==> config.mk <==
export PLATFORM = sky130hd
export DESIGN_NAME = led_pattern_sched
export DESIGN_NICKNAME = d
export VERILOG_FILES = /design/src/rtl/led_pattern_sched.sv
export SDC_FILE = /design/constraint.sdc
export NUM_CORES = 1
export LEC_CHECK = 0
export CORE_MARGIN = 5
export CORE_UTILIZATION = 34
export DETAILED_ROUTE_END_ITERATION = 16
export REMOVE_ABC_BUFFERS = 1
export SKIP_CTS_REPAIR_TIMING = 1
export SYNTH_ARGS = -nofsm -noshare
export SYNTH_HDL_FRONTEND = slang
export SYNTH_SLANG_ARGS = --single-unit
==> constraint.sdc <==
create_clock -name i_clk -period 1.8 [get_ports i_clk]
set_input_delay 0.54 -clock i_clk [delete_from_list [all_inputs] [get_ports i_clk]]
set_output_delay 0.54 -clock i_clk [all_outputs]
set_load 0.05 [all_outputs]
==> src/rtl/led_pattern_sched.sv <==
// ---------------------------------------------------------------------------
// led_pattern_sched
//
// Drives the 8-bit board LED bank from three active-low front-panel buttons.
// It selects one of four display patterns (rotate left, rotate right, bounce,
// blink), sets the step rate, and can freeze stepping while a button is held.
// It contains its own step prescaler. Each button input passes through a
// 2-flop synchronizer and, optionally, a debouncer.
//
// Parameters
//   TICK_DIV        clocks per pattern step at speed 0 (>= 8)
//   DEBOUNCE_CYCLES consecutive stable cycles needed to accept a button level
//                   (>= 1); ignored when the debouncer is not built
//
// Ports
//   i_clk        system clock
//   i_rst        asynchronous, active-high reset
//   i_btn_mode   raw button, active low; each press advances the pattern
//   i_btn_speed  raw button, active low; each press advances the speed index
//   i_btn_hold   raw button, active low; stepping freezes while it is held
//   o_led        LED pattern (registered)
//   o_mode       current pattern: 0 ROT_L, 1 ROT_R, 2 BOUNCE, 3 BLINK
//   o_speed      current speed index 0..3; step period is TICK_DIV >> o_speed
//   o_tick       one-cycle pulse, high in the cycle o_led shows a new step
//
// Build option
//   LED_SCHED_DEBOUNCE_EN  defined: a debouncer follows each synchronizer.
//                          undefined: the accepted level is the synchronized
//                          level delayed by one register, so a press reaches
//                          the outputs 3 edges after the first low sample.
// ---------------------------------------------------------------------------
module led_pattern_sched #(
    parameter int unsigned TICK_DIV        = 2097152,
    parameter int unsigned DEBOUNCE_CYCLES = 250000
) (
    input  logic       i_clk,
    input  logic       i_rst,
    input  logic       i_btn_mode,
    input  logic       i_btn_speed,
    input  logic       i_btn_hold,
    output logic [7:0] o_led,
    output logic [1:0] o_mode,
    output logic [1:0] o_speed,
    output logic       o_tick
);

    localparam int unsigned CNT_W = (TICK_DIV > 1) ? $clog2(TICK_DIV) : 1;

    // Bit positions of the buttons inside the conditioning vectors.
    localparam int BTN_MODE  = 0;
    localparam int BTN_SPEED = 1;
    localparam int BTN_HOLD  = 2;

    typedef enum logic [1:0] {
        ROT_L  = 2'd0,
        ROT_R  = 2'd1,
        BOUNCE = 2'd2,
        BLINK  = 2'd3
    } mode_t;

    typedef enum logic {
        DIR_L = 1'b0,
        DIR_R = 1'b1
    } dir_t;

    typedef struct packed {
        dir_t       dir;
        logic [7:0] led;
    } pat_t;

    // Elaboration-time parameter sanity checks.
    if (TICK_DIV < 8) begin : g_bad_tick_div
        $error("led_pattern_sched: TICK_DIV must be at least 8");
    end
    if (DEBOUNCE_CYCLES < 1) begin : g_bad_debounce
        $error("led_pattern_sched: DEBOUNCE_CYCLES must be at least 1");
    end

    // -----------------------------------------------------------------------
    // Helper functions
    // -----------------------------------------------------------------------

    // Last prescaler count of a step period: (TICK_DIV >> spd) - 1.
    function automatic logic [CNT_W-1:0] period_last(input logic [1:0] spd);
        int unsigned p;
        p = TICK_DIV >> spd;
        return CNT_W'(p - 32'd1);
    endfunction

    function automatic mode_t next_mode(input mode_t m);
        mode_t r;
        case (m)
            ROT_L:   r = ROT_R;
            ROT_R:   r = BOUNCE;
            BOUNCE:  r = BLINK;
            default: r = ROT_L;
        endcase
        return r;
    endfunction

    // Pattern loaded when a mode is entered.
    function automatic logic [7:0] seed_led(input mode_t m);
        return (m == BLINK) ? 8'h00 : 8'h01;
    endfunction

    // One pattern step. Bounce turns around in the same step that reaches an
    // end, so the end LEDs are lit for a single step only.
    function automatic pat_t step_pattern(input mode_t m, input dir_t d,
                                          input logic [7:0] l);
        pat_t r;
        r.dir = d;
        r.led = l;
        case (m)
            ROT_L: r.led = {l[6:0], l[7]};
            ROT_R: r.led = {l[0], l[7:1]};
            BOUNCE: begin
                if (d == DIR_L) begin
                    if (l[7]) begin
                        r.dir = DIR_R;
                        r.led = l >> 1;
                    end else begin
                        r.led = l << 1;
                    end
                end else begin
                    if (l[0]) begin
                        r.dir = DIR_L;
                        r.led = l << 1;
                    end else begin
                        r.led = l >> 1;
                    end
                end
            end
            default: r.led = ~l;
        endcase
        return r;
    endfunction

    // -----------------------------------------------------------------------
    // Input conditioning
    // -----------------------------------------------------------------------
    logic [2:0] btn_raw;
    logic [2:0] sync_p0;
    logic [2:0] sync_p1;
    logic [2:0] acc_lvl;
    logic [1:0] acc_prev;

    assign btn_raw = {i_btn_hold, i_btn_speed, i_btn_mode};

    // Synchronizer stages idle at 1 (buttons released).
    always_ff @(posedge i_clk or posedge i_rst) begin
        if (i_rst) begin
            sync_p0 <= 3'b111;
            sync_p1 <= 3'b111;
        end else begin
            sync_p0 <= btn_raw;
            sync_p1 <= sync_p0;
        end
    end

`ifdef LED_SCHED_DEBOUNCE_EN
    localparam int unsigned DB_W = $clog2(DEBOUNCE_CYCLES + 1);
    localparam logic [DB_W-1:0] DB_MAX = DB_W'(DEBOUNCE_CYCLES);

    logic [DB_W-1:0] db_cnt [3];

    // The counter runs while the synchronized level disagrees with the
    // accepted level; any agreeing cycle (a bounce) restarts it.
    always_ff @(posedge i_clk or posedge i_rst) begin
        if (i_rst) begin
            acc_lvl <= 3'b111;
            for (int b = 0; b < 3; b++) begin
                db_cnt[b] <= '0;
            end
        end else begin
            for (int b = 0; b < 3; b++) begin
                if (sync_p1[b] != acc_lvl[b]) begin
                    if (db_cnt[b] == DB_MAX) begin
                        acc_lvl[b] <= sync_p1[b];
                        db_cnt[b]  <= '0;
                    end else begin
                        db_cnt[b] <= db_cnt[b] + 1'b1;
                    end
                end else begin
                    db_cnt[b] <= '0;
                end
            end
        end
    end
`else
    always_ff @(posedge i_clk or posedge i_rst) begin
        if (i_rst) begin
            acc_lvl <= 3'b111;
        end else begin
            acc_lvl <= sync_p1;
        end
    end
`endif

    // Previous accepted level for falling-edge (press) detection. Hold acts
    // on level only, so it needs no history.
    always_ff @(posedge i_clk or posedge i_rst) begin
        if (i_rst) begin
            acc_prev <= 2'b11;
        end else begin
            acc_prev <= acc_lvl[BTN_SPEED:BTN_MODE];
        end
    end

    logic press_mode;
    logic press_speed;
    logic hold_active;

    assign press_mode  = acc_prev[BTN_MODE]  & ~acc_lvl[BTN_MODE];
    assign press_speed = acc_prev[BTN_SPEED] & ~acc_lvl[BTN_SPEED];
    assign hold_active = ~acc_lvl[BTN_HOLD];

    // -----------------------------------------------------------------------
    // Prescaler, mode FSM and pattern register
    // -----------------------------------------------------------------------
    mode_t            mode_q;
    dir_t             dir_q;
    logic [1:0]       speed_q;
    logic [7:0]       led_q;
    logic             tick_q;
    logic [CNT_W-1:0] presc_q;
    logic [CNT_W-1:0] last_cnt;
    mode_t            mode_nxt;
    pat_t             step_nxt;

    assign last_cnt = period_last(speed_q);
    assign mode_nxt = next_mode(mode_q);
    assign step_nxt = step_pattern(mode_q, dir_q, led_q);

    // A press in the same cycle as a due step takes priority: the step is
    // dropped and the prescaler restarts from 0 for a full new period.
    always_ff @(posedge i_clk or posedge i_rst) begin
        if (i_rst) begin
            mode_q  <= ROT_L;
            dir_q   <= DIR_L;
            speed_q <= 2'd0;
            led_q   <= 8'h01;
            tick_q  <= 1'b0;
            presc_q <= '0;
        end else begin
            tick_q <= 1'b0;
            if (press_mode || press_speed) begin
                presc_q <= '0;
                if (press_speed) begin
                    speed_q <= speed_q + 2'd1;
                end
                if (press_mode) begin
                    mode_q <= mode_nxt;
                    led_q  <= seed_led(mode_nxt);
                    dir_q  <= DIR_L;
                end
            end else if (!hold_active) begin
                if (presc_q == last_cnt) begin
                    presc_q <= '0;
                    tick_q  <= 1'b1;
                    led_q   <= step_nxt.led;
                    dir_q   <= step_nxt.dir;
                end else begin
                    presc_q <= presc_q + 1'b1;
                end
            end
        end
    end

    assign o_led   = led_q;
    assign o_mode  = mode_q;
    assign o_speed = speed_q;
    assign o_tick  = tick_q;

endmodule
# [Word-level counts from Yosys, hierarchy flattened]
# Cells that the tools add are included.
[word_totals] in_bits=5 regBits=46 out_inout_bits=13
[classes] n_eq_ne=5 bitwise_logic=5 n_reduce_logical=9 add_sub_neg=3 n_mux=23 n_shift=1
[op_table] cell="2-to-1 mux 21 bit" count=3
[op_table] cell="2-to-1 mux 8 bit" count=6
[op_table] cell="one-hot mux 8 bit (3 select lines)" count=1
[op_table] cell=">> shifter 22 x 2 -> 21 bit (first input constant)" count=1
[op_table] cell="adder 21 x 1 -> 21 bit (second input constant)" count=1
[op_table] cell="== test 21 bit" count=1
[op_table] cell="subtractor 21 x 1 -> 21 bit (second input constant)" count=1
[op_table] cell="2-to-1 mux 1 bit" count=11
[op_table] cell="2-to-1 mux 9 bit" count=1
[op_table] cell="inverter 8 bit" count=1
[op_table] cell="one-hot mux 2 bit (3 select lines)" count=1
[op_table] cell="nonzero test 2 bit" count=3
[op_table] cell="== test 2 bit (second input constant)" count=2
[op_table] cell="AND reduction 2 bit" count=2
[op_table] cell="AND reduction 4 bit" count=1
[op_table] cell="AND reduction 3 bit" count=1
[op_table] cell="adder 2 x 1 -> 2 bit (second input constant)" count=1
[op_table] cell="AND 1 bit" count=2
[op_table] cell="== test 2 x 1 -> 1 bit (second input constant)" count=1
[op_table] cell="zero test 2 bit" count=1
[op_table] cell="!= test 2 bit (second input constant)" count=1
[op_table] cell="inverter 1 bit" count=2
[op_table] cell="logical OR 1 bit" count=1

# [Logic depth before layout (Yosys ltp)]
[depth] ltp_word=6 depth_mapped=8 ltp_nobuf=7

# [Worst setup path after synthesis]
# Ideal clock, no wire load.
[synth_path] path_type="flip-flop to flip-flop" startpoint="register speed_q[0] (netlist: o_speed[0])" endpoint="register dir_q" arrival_time_ps=2315 path_buffers=0 required_ps=1731 setup_time_ps=69 slack_ps=-584 path_stages_with_launch=8 period_less_slack_ps=2384 path_cell_list="dfrtp_1 -> inv_1 -> ha_1 -> xnor2_1 -> mux2i_2 -> nand4_2 -> or4b_1 -> nand3_1"
[synth_via] elab_chain_len=5
[synth_lines] element="start: declaration" line_no="222" text="logic [1:0] speed_q;"
[synth_lines] element="start signal: assignment" line_no="249" text="speed_q <= speed_q + 2'd1;"
[synth_lines] element=">> shifter 22 x 2 -> 21 bit" line_no="86" text="p = TICK_DIV >> spd;"
[synth_lines] element="subtractor 21 x 1 -> 21 bit" line_no="87" text="return CNT_W'(p - 32'd1);"
[synth_lines] element="== test 21 bit" line_no="257" text="if (presc_q == last_cnt) begin"
[synth_lines] element="nonzero test 2 bit (no line)"
[synth_lines] element="AND reduction 4 bit (no line)"
[synth_lines] element="end signal: assignment" line_no="261" text="dir_q <= step_nxt.dir;"
[synth_lines] element="end: declaration" line_no="221" text="dir_t dir_q;"
# No other way between the ends.
# A chain may end at the register's enable or synchronous reset.

# [Worst setup path in the final report]
[layout_path] startpoint="register speed_q[1] (netlist: o_speed[1])" endpoint="register dir_q"
# The elaborated chain is that of the path after synthesis.

==> flow_summary.toml <==
[power_and_ir_drop]
power.switching_mw = 1.12
p_int_mw = 2.28
vdd_drop_max_v = 0.00118
combinationalPowerShare_pct = 42.0
pwr-share-seq_pct = 34.6
power.leakage_nw = 1.45
switching_share_pct = 32.8
clock_power_share_pct = 23.4
power_density_nw_per_um2 = 1010

[worst_hold_path]
min_from = "sync_p0[0]"
holdPathStages = 0
hold_end = "sync_p1[0]"
hold_path.class = "register to register"

[critical_path]
crit_type = "register to register"
crit_chain = "ha_4 -> xnor2_2 -> mux2i_4 -> nand4_2 -> or4b_1 -> nand3_1"
critPathLaunch = "o_speed[1]"
r2r_start = "o_speed[1]"
max_stage_delay_ns = 0.52
critical_path.slowest_cell = "or4b_1"
cp-end-kind = "register"
rrSetupSlack_ns = -0.11
cp_data_arrival_time_ns = 2.14
reg2reg_to = "dir_q"
worst-path-max-fanout = 3
cp_data_required_time_ns = 2.03
cp-start-kind = "register"
rr_worst_depth = 6

[finish]
final_common_cell = "buf_4"
final_cell_mix = "buf_4 (34), dfrtp_1 (31), nor2_1 (26), nand2_1 (18), buf_12 (14)"
drive_gt1_share_pct = 34.6
fin_nets = 308
fillers = 615
diodes = 0
area_growth_pct = 38.3

[die]
core_area_um2 = 6870
fp.dieW_um = 94.5
pin_count = 18
num_rows = 30
initial_core_util_pct = 35.3
dieArea_um2 = 8930
die_h_um = 94.5

[sta]
timing.setup.tns_ns = -0.353
fmax_mhz = 523
fin_skew_ns = 0.0111
tightest_slew_ns = 0.351
fin_crit_ns = 1.91
slew_viol_final = 0
worst_slack_ns = -0.113
final-setup-viol-count = 15
fin_crit_sh_pct = 106
finalHoldViolations = 0
rsz0062_at_grt = "true"
max_slew_margin_pct = 76.6

[drt]
drtIter0Drc = 80
ant_nets = 0
drt_pre_antenna_iters = 4
via_per_inst = 4.99
wl_um = 5310
wl_per_cell_um = 13.6
num_vias = 1952
drc = 0

[global_routing]
grt_pass1_vias = 1912
grt_pass1_wl_um = 9090
track_usage_pct = 12.7
overflow = 0
grt_max_degree = 47
grt_antenna_before_repair = 0

[clock_network]
cts_root_buf = "clkbuf_8"
cts.sinks = 46
cts_buffers = 5
clk_pin_slew_ns = 0.08
htreeDepth = 2
cts_buffer_depth = 2
cts_tree = "done"
clk_latency_ns = 0.30

[synth]
yosysWarnings = 0
synthesis.area_um2 = 2430
async_flop_share_pct = 100
synth_cell_types = 47
seq_area_frac_synth_pct = 48.0
synth_edf_count = 0
ys_ff_latch = 46
syn_inst = 240
synth_area_per_cell_um2 = 10.1
synth_flop_cell = "dfrtp_1"

[placement]
port_buffers = 17
pre_cts_ws_ns = -0.117
gp_congestion = 0.889
hpwl_um = 3780

[outcome]
outcome = "finished, violations left"
violations = "negative setup slack"

[job]
drv_cap = 0
## flip-flops by register name, summed over array words and instances, names as in the netlist
register and cells:
presc_q 21, o_led 8, acc_lvl 3, sync_p0 3, sync_p1 3, acc_prev 2, o_mode 2, o_speed 2
dir_q 1, o_tick 1
## kinds of logic (layout without fill, tap and decap cells)
logic type                 Yosys count  count (layout)  synth area share (%)
DFF                                 46              46                  48.0
and+or+nand+nor                     97              97                  21.7
adders and majority gates            9               9                  4.64
AOI/OAI and AO/OA                   47              47                  14.4
muxes                                2               2                 0.979
buffers and inverters               19              74                  2.99
xor gates and xnor gates            20              20                  7.22
## final cells by class
cell class,instances,area [um^2],share of cell area (%)
sequential,46,1170,34.8
inverter,11,43.8,1.30
timing repair buffer,55,609,18.2
clock inverter,1,30.0,0.895
tap,96,120,3.58
multi-input combinational,175,1300,38.7
clock buffer,7,86.3,2.57
## per-stage QoR
stage / total power [mW] / hold slack [ns] / cell area [um^2] / instances / utilization (%)
after CTS: 3.23 / 0.361 / 3220 / 389 / 46.8
final: 3.40 / 0.359 / 3360 / 391 / 48.9
after detailed placement: 2.42 / 0.347 / 3100 / 381 / 45.1
after global routing: 3.59 / 0.363 / 3360 / 391 / 48.9
after floorplan: 1.82 / 0.345 / 2400 / 232 / -
after global placement: 2.41 / 0.346 / 3100 / 381 / 45.1
## worst max path at each step
stage | endpoint | slack [ns] | cells past startpoint
floorplan | dir_q | -0.58 | 7
global placement | dir_q | -0.08 | 7
detailed placement | dir_q | -0.12 | 7
CTS | dir_q | -0.14 | 7
global route | dir_q | -0.17 | 6
finish | dir_q | -0.11 | 6
## power groups by stage
stage	registers, mW	clock network, mW	logic (mW)
final	1.18	0.796	1.43
after global routing	1.18	0.857	1.55
after global placement	1.18	0	1.23
after detailed placement	1.19	0	1.24
after CTS	1.17	0.819	1.24
after floorplan	1.37	0	0.442
## critical path, delay by kind of cell, from the launching register on
| kind | cells | cell delay, ns |
|---|---|---|
| muxes | 1 | 0.32 |
| adders and majority gates | 1 | 0.18 |
| DFF | 1 | 0.44 |
| xor gates and xnor gates | 1 | 0.21 |
| and+or+nand+nor | 3 | 0.70 |
## layer usage
layer | track usage (%) | wire length, um
met1 | 17.4 | 2520
met4 | 3.85 | 102
met5 | 0 | 0
met3 | 2.95 | 212
met2 | 20.0 | 2470
## cell usage after synthesis, drive strengths merged (5+ instances only)
master	number	area share, %
nand2	18	2.8
dfrtp	34	35
nand4	11	4.2
xor2	9	3.2
inv	11	1.7
nand2b	5	1.3
nor3	7	1.4
a21o	6	1.9
nor2b	5	1.3
o21ai	10	2.1
a221oi	9	3.2
clkbuf	6	0.93
xnor2	11	4.0
ha	9	4.6
dfstp	12	13
nand3	12	2.5
nor2	26	4.0
No activity file was read; power rests on OpenSTA's default activity.
